File: src/rtl/i2c_slave_reg_ctrl.sv
// ============================================================================
// i2c_slave_reg_ctrl
// ----------------------------------------------------------------------------
// Transaction controller between an I2C slave byte engine and a small local
// register file. It gives the master an EEPROM-style view of the registers:
//   - the first byte written after an address match loads the register pointer
//   - later written bytes go to mem[ptr]; each one advances the pointer
//   - every byte the slave loads for a read also advances the pointer
//   - the pointer survives STOP / repeated START, so a random read is a
//     pointer write, then a restart, then a read
// A local user port can read and write the same register file. When both
// sides write the same register in the same cycle, the I2C write wins.
//
// Parameters
//   ADDR_W   register pointer width; the file holds 2**ADDR_W bytes
//   RST_VAL  reset value of every register
//   RO_MASK  bit n = 1 makes register n read-only from I2C
//
// Ports
//   clk_i            system clock
//   rst_n_i          synchronous active-low reset
//   s_hit_i          address-match pulse from the slave (after address ACK)
//   s_rw_i           R/W bit of the matched address (1 = master reads)
//   s_stop_i         STOP detected pulse
//   s_restart_i      repeated START detected pulse
//   s_rx_data_i      byte received from the master
//   s_rx_valid_i     s_rx_data_i valid pulse
//   s_tx_req_i       slave has loaded s_tx_data_o into its shifter
//   s_tx_data_o      next byte to transmit (registered copy of mem[ptr])
//   usr_we_i         user write strobe
//   usr_addr_i       user register address
//   usr_wdata_i      user write data
//   usr_rdata_o      mem[usr_addr_i], one cycle latency
//   usr_wr_drop_o    pulse: a user write was lost to an I2C write collision
//   reg_upd_o        pulse: a register was written from I2C
//   reg_upd_addr_o   address of that I2C write
//   ro_err_o         pulse: an I2C write to a read-only register was dropped
//   busy_o           high while a transaction is in progress
// ============================================================================
module i2c_slave_reg_ctrl #(
    parameter int unsigned              ADDR_W  = 4,
    parameter logic [7:0]               RST_VAL = 8'h00,
    parameter logic [(1<<ADDR_W)-1:0]   RO_MASK = '0
) (
    input  logic              clk_i,
    input  logic              rst_n_i,
    input  logic              s_hit_i,
    input  logic              s_rw_i,
    input  logic              s_stop_i,
    input  logic              s_restart_i,
    input  logic [7:0]        s_rx_data_i,
    input  logic              s_rx_valid_i,
    input  logic              s_tx_req_i,
    output logic [7:0]        s_tx_data_o,
    input  logic              usr_we_i,
    input  logic [ADDR_W-1:0] usr_addr_i,
    input  logic [7:0]        usr_wdata_i,
    output logic [7:0]        usr_rdata_o,
    output logic              usr_wr_drop_o,
    output logic              reg_upd_o,
    output logic [ADDR_W-1:0] reg_upd_addr_o,
    output logic              ro_err_o,
    output logic              busy_o
);

    localparam int unsigned       DEPTH   = 1 << ADDR_W;
    localparam logic [ADDR_W-1:0] PTR_ONE = {{(ADDR_W-1){1'b0}}, 1'b1};

    typedef enum logic [1:0] {
        ST_IDLE = 2'd0,
        ST_PTR  = 2'd1,
        ST_WR   = 2'd2,
        ST_RD   = 2'd3
    } state_t;

    // ------------------------------------------------------------------
    // State and storage
    // ------------------------------------------------------------------
    state_t              state_q, state_d;
    logic [ADDR_W-1:0]   ptr_q, ptr_d;
    logic [7:0]          mem_q [DEPTH];

    logic                busy_q;
    logic                reg_upd_q;
    logic [ADDR_W-1:0]   reg_upd_addr_q;
    logic                ro_err_q;
    logic                usr_wr_drop_q;
    logic [7:0]          s_tx_data_q;
    logic [7:0]          usr_rdata_q;

    // Per-cycle decode of this cycle's events
    logic                end_s;       // STOP or repeated START
    logic                i2c_we_s;    // I2C write to mem[ptr_q] this cycle
    logic                ro_hit_s;    // I2C write blocked by RO_MASK
    logic                usr_we_s;    // user write actually performed
    logic                usr_drop_s;  // user write lost to I2C collision

    assign end_s = s_stop_i | s_restart_i;

    // Next state, next pointer and write decode for the I2C side
    always_comb begin
        state_d  = state_q;
        ptr_d    = ptr_q;
        i2c_we_s = 1'b0;
        ro_hit_s = 1'b0;
        if (s_hit_i) begin
            // A fresh address match restarts the sequence from any state
            // and outranks a coincident STOP.
            state_d = s_rw_i ? ST_RD : ST_PTR;
        end else begin
            case (state_q)
                ST_IDLE: begin
                    state_d = ST_IDLE;
                end
                ST_PTR: begin
                    if (s_rx_valid_i) begin
                        // Upper bits of the pointer byte are ignored.
                        ptr_d   = s_rx_data_i[ADDR_W-1:0];
                        state_d = end_s ? ST_IDLE : ST_WR;
                    end else begin
                        state_d = end_s ? ST_IDLE : ST_PTR;
                    end
                end
                ST_WR: begin
                    if (s_rx_valid_i) begin
                        // The byte is consumed before any coincident STOP.
                        if (RO_MASK[ptr_q]) begin
                            ro_hit_s = 1'b1;
                        end else begin
                            i2c_we_s = 1'b1;
                        end
                        ptr_d = ptr_q + PTR_ONE;
                    end else begin
                        ptr_d = ptr_q;
                    end
                    state_d = end_s ? ST_IDLE : ST_WR;
                end
                ST_RD: begin
                    if (s_tx_req_i) begin
                        ptr_d = ptr_q + PTR_ONE;
                    end else begin
                        ptr_d = ptr_q;
                    end
                    state_d = end_s ? ST_IDLE : ST_RD;
                end
                default: begin
                    state_d = ST_IDLE;
                end
            endcase
        end
    end

    // User-port write arbitration against the I2C write of the same cycle
    always_comb begin
        usr_we_s   = 1'b0;
        usr_drop_s = 1'b0;
        if (usr_we_i) begin
            if (i2c_we_s && (usr_addr_i == ptr_q)) begin
                usr_drop_s = 1'b1;
            end else begin
                usr_we_s = 1'b1;
            end
        end else begin
            usr_we_s   = 1'b0;
            usr_drop_s = 1'b0;
        end
    end

    // Transaction FSM, pointer and registered status pulses
    always_ff @(posedge clk_i) begin
        if (!rst_n_i) begin
            state_q        <= ST_IDLE;
            ptr_q          <= '0;
            busy_q         <= 1'b0;
            reg_upd_q      <= 1'b0;
            reg_upd_addr_q <= '0;
            ro_err_q       <= 1'b0;
            usr_wr_drop_q  <= 1'b0;
        end else begin
            state_q        <= state_d;
            ptr_q          <= ptr_d;
            // busy is registered from the next state so it matches state_q.
            busy_q         <= (state_d != ST_IDLE);
            reg_upd_q      <= i2c_we_s;
            reg_upd_addr_q <= i2c_we_s ? ptr_q : reg_upd_addr_q;
            ro_err_q       <= ro_hit_s;
            usr_wr_drop_q  <= usr_drop_s;
        end
    end

    // Register file writes plus registered read ports for both sides
    always_ff @(posedge clk_i) begin
        if (!rst_n_i) begin
            mem_q       <= '{default: RST_VAL};
            s_tx_data_q <= RST_VAL;
            usr_rdata_q <= RST_VAL;
        end else begin
            // Arbitration guarantees the two writes never hit the same entry.
            if (i2c_we_s) begin
                mem_q[ptr_q] <= s_rx_data_i;
            end
            if (usr_we_s) begin
                mem_q[usr_addr_i] <= usr_wdata_i;
            end
            // Refreshed every cycle so it follows pointer moves and writes
            // from either side one cycle later.
            s_tx_data_q <= mem_q[ptr_q];
            usr_rdata_q <= mem_q[usr_addr_i];
        end
    end

    assign s_tx_data_o    = s_tx_data_q;
    assign usr_rdata_o    = usr_rdata_q;
    assign usr_wr_drop_o  = usr_wr_drop_q;
    assign reg_upd_o      = reg_upd_q;
    assign reg_upd_addr_o = reg_upd_addr_q;
    assign ro_err_o       = ro_err_q;
    assign busy_o         = busy_q;

endmodule
File: config.mk
export PLATFORM = sky130hd
export DESIGN_NAME = i2c_slave_reg_ctrl
export DESIGN_NICKNAME = d
export VERILOG_FILES = /design/src/rtl/i2c_slave_reg_ctrl.sv
export SDC_FILE = /design/constraint.sdc
export NUM_CORES = 1
export LEC_CHECK = 0
export CORE_MARGIN = 2
export CORE_UTILIZATION = 50
export DETAILED_ROUTE_END_ITERATION = 10
export PLACE_DENSITY = 0.72
export SLEW_MARGIN = 20
export SYNTH_ARGS = -nofsm -noshare
export SYNTH_HDL_FRONTEND = slang
export SYNTH_SLANG_ARGS = --single-unit
File: constraint.sdc
create_clock -name clk_i -period 3 [get_ports clk_i]
set_input_delay 0.3 -clock clk_i [delete_from_list [all_inputs] [get_ports clk_i]]
set_output_delay 0.3 -clock clk_i [all_outputs]
set_load 0.02 [all_outputs]
==> results.yml <==
floorplanning:
  die_h_um: 143
  initial_core_util: 0.514
  dieArea_sq_mm: 0.0206
  io_pins: 53
  die_x_um: 143
  core_area_sq_mm: 0.0189
  rows: 50
timing:
  tightestPinTransition_ns: 0.878
  period_minus_slack_ns: 2.37
  clock_skew_ns: 0.00844
  finalSetupTns_ns: 0
  fmax_ghz: 0.421
  finalCritPeriodShare: 0.791
  setup_viol: 0
  maxSlewHeadroom: 0.413
  maxSlewViolCount: 0
  holdWs_ns: 0.420
  hold_violations: 0
  finalWorstSetupSlack_ns: 0.626
  rsz0062_at_grt: "no"
cts:
  cts_made_buffers: 17
  clk_latency_ns: 0.44
  path_clk_slew_ns: 0.06
  cts_setup_buffers: 0
  cts_resized: 0
  clockBufferDepth: 2
  cts_htree_levels: 4
  cts_tree: "yes"
  hold_buffers: 0
  cts_root_buf: "clkbuf_16"
  cts.sinks: 157
worst_setup_path:
  critPathBufInv: 1
  critPathSlowestCell: "dfxtp_1"
  crit_required_ns: 3.28
  reg2reg_slack_ns: 0.63
  max_stage_delay_ns: 0.67
  worstPathArrival_ns: 2.66
  cp_max_fo: 59
  r2r_start: "state_q[1]$_SDFF_PN0_"
  ff2ff_path_depth: 5
  crit_path_end_kind: "flip-flop"
  cpLargestDelayFamily: "simple AND/OR/NAND/NOR gates"
  crit_chain: "nand4bb_4, buf_12, or3_1, o211ai_1, mux2i_1"
  startpoint_type: "flip-flop"
  r2r_end: "mem_q[90]$_SDFF_PN0_"
  crit_type: "reg -> reg"
logic_synthesis:
  synth_edf_count: 0
  synth-seq-cells: 157
  synth_ff_type: "dfxtp_1"
  ys_types: 49
  synthCells: 927
  synthTopCellsByArea: "dfxtp_1, mux2i_1, mux4_2"
  yosys.area.top_type: "dfxtp_1"
  synth_top_area_frac: 0.324
  avgSynthCellArea_sq_um: 10.5
  yosysSeqAreaShare: 0.324
  ys_async_sr_fraction: 0
  syn-cell-area_sq_mm: 0.00971
  syn_nets: 960
  synth_warnings: 0
place:
  gp_congestion: 0.862
  hpwlAfterDp_um: 18900
  portBuffers: 51
  place_ws_ns: 0.497
  dp_cells: 1193
layout:
  fin_nets: 985
  diodes: 0
  instances_no_fill: 1225
  syn2layout_area_growth_pct: 15.0
  layout-drive-gt1-share: 0.181
route:
  vias_per_cell: 6.59
  wl_per_cell_um: 23.5
  dr.pass1.iters: 5
  finalWirelength_um: 28800
  ant_nets: 0
  vias: 8071
  route.detailed.drc: 0
  drt-initial-drc-count: 944
power:
  leakagePower_uw: 0.00442
  p_per_area_mw_per_mm2: 455
  p_total_uw: 5090
  ir_drop_mv: 0.304
global_routing:
  grt_pass1_wl_um: 46100
  grt_max_degree: 69
  antenna_found_initial: 0
  grt_overflow: 0
  gr-usage-all-layers: 0.293
  grt_pass1_vias: 8069
run:
  maxCapViolCount: 0
hold_path:
  hold_start: "rst_n_i"
  hold_class: "in -> reg"
  hold_depth: 3
  hold_end: "ptr_q[1]$_SDFFE_PN0P_"
outcome:
  outcome: "complete, no violations"
[cells in the final DEF, fill, tap and decap left out, types with 5 or more instances in the layout]
master / Yosys / routed
a21boi_0: 42 / 42
a21oi_1: 7 / 7
and3_1: 36 / 36
buf_4: 5 / 45
bufinv_16: 0 / 5
clkbuf_16: 0 / 17
clkdlybuf4s50_1: 0 / 48
dfxtp_1: 157 / 154
inv_1: 6 / 6
mux2i_1: 161 / 161
mux4_2: 64 / 64
nand2_1: 24 / 24
nand2b_1: 5 / 5
nand3_1: 10 / 10
nand3b_1: 13 / 13
nor2_1: 22 / 22
nor3b_1: 6 / 6
o211ai_1: 88 / 88
o21ai_0: 33 / 33
o21ai_2: 5 / 5
o21ai_4: 9 / 9
o22ai_1: 17 / 17
or3_1: 88 / 88
[cells in the mapped netlist, types with 2 or more instances]
| master | n |
|---|---|
| buf_4 | 5 |
| and3_1 | 36 |
| a21oi_1 | 7 |
| nand3_1 | 10 |
| nand2b_1 | 5 |
| and2_1 | 2 |
| nand2_1 | 24 |
| nand3b_1 | 13 |
| o21a_1 | 2 |
| buf_2 | 26 |
| nor2_1 | 22 |
| a21boi_0 | 42 |
| mux2i_1 | 161 |
| or3_1 | 88 |
| o21ai_2 | 5 |
| mux4_2 | 64 |
| o211ai_1 | 88 |
| xnor2_2 | 4 |
| o21ai_4 | 9 |
| buf_6 | 7 |
| clkbuf_1 | 53 |
| o21ai_0 | 33 |
| nor3b_1 | 6 |
| buf_1 | 2 |
| ha_1 | 4 |
| o22ai_1 | 17 |
| o21ai_1 | 4 |
| nor3_1 | 3 |
| dfxtp_1 | 157 |
| nor2b_1 | 4 |
| inv_1 | 6 |
[logic make-up (layout without fill, tap and decap cells)]
| group | Yosys count | count (layout) | synth area share |
|---|---|---|---|
| buffers and inverters | 99 | 137 | 0.0489 |
| DFF | 157 | 157 | 0.324 |
| other | 1 | 1 | 0.000386 |
| and+or+nand+nor | 222 | 222 | 0.136 |
| AOI/OAI and AO/OA | 215 | 215 | 0.165 |
| xor gates and xnor gates | 4 | 4 | 0.00670 |
| adders and majority gates | 4 | 4 | 0.00515 |
| muxes | 225 | 225 | 0.314 |
[metal layers]
layer | part of all wire | track usage | vias to the layer above
met1 | 0.42 | 0.398 | 3921
met4 | 0.051 | 0.164 | 0
met2 | 0.45 | 0.452 | 413
met3 | 0.070 | 0.0420 | 100
met5 | 0 | 0 | -
li1 | - | - | 3637
[metrics by stage]
| step | util | area [sq um] |
|---|---|---|
| final | 0.591 | 11200 |
| after global routing | 0.591 | 11200 |
| after CTS | 0.591 | 11200 |
| after detailed placement | 0.557 | 10500 |
| after global placement | 0.557 | 10500 |
| after floorplan | - | 9710 |
[where the power goes]
group	internal, uW	switching [uW]
combinational	190	304
sequential	2120	36.0
clock	1510	933
[worst max-delay path by stage]
stage / from / end / slack, ns / cells after the start
6_report: state_q[1]$_SDFF_PN0_ / mem_q[90]$_SDFF_PN0_ / 0.63 / 5
5_1_grt: state_q[1]$_SDFF_PN0_ / mem_q[19]$_SDFF_PN0_ / 0.46 / 6
4_1_cts: state_q[1]$_SDFF_PN0_ / mem_q[90]$_SDFF_PN0_ / 0.66 / 5
3_5_place_dp: s_hit_i / mem_q[90]$_SDFF_PN0_ / 0.50 / 6
3_3_place_gp: s_hit_i / mem_q[87]$_SDFF_PN0_ / 0.54 / 6
2_1_floorplan: ptr_q[0]$_SDFFE_PN0P_ / mem_q[111]$_SDFF_PN0_ / 1.0 / 9
[worst reg2reg max path: stages, from the launching register on]
cell and delay (ns):
dfxtp_1 0.67, nand4bb_4 0.53, buf_12 0.39, or3_1 0.41, o211ai_1 0.12, mux2i_1 0.11
[state kept, by name, indices dropped and copies added, names as in the netlist]
register        flops
busy_o              1
mem_q             128
ptr_q               4
reg_upd_addr_o      4
reg_upd_o           1
s_tx_data_o         8
state_q             2
usr_rdata_o         8
usr_wr_drop_o       1
[area by class of cell]
| class | instances | area, sq um |
|---|---|---|
| Sequential cell | 157 | 3150 |
| Timing Repair Buffer | 99 | 908 |
| Multi-Input combinational cell | 671 | 6110 |
| Tap cell | 260 | 325 |
| Clock buffer | 19 | 443 |
| Fill cell | 1593 | 7720 |
| Clock inverter | 13 | 213 |
| Inverter | 6 | 22.5 |
Note: power is estimated with default switching activity, not from simulation.
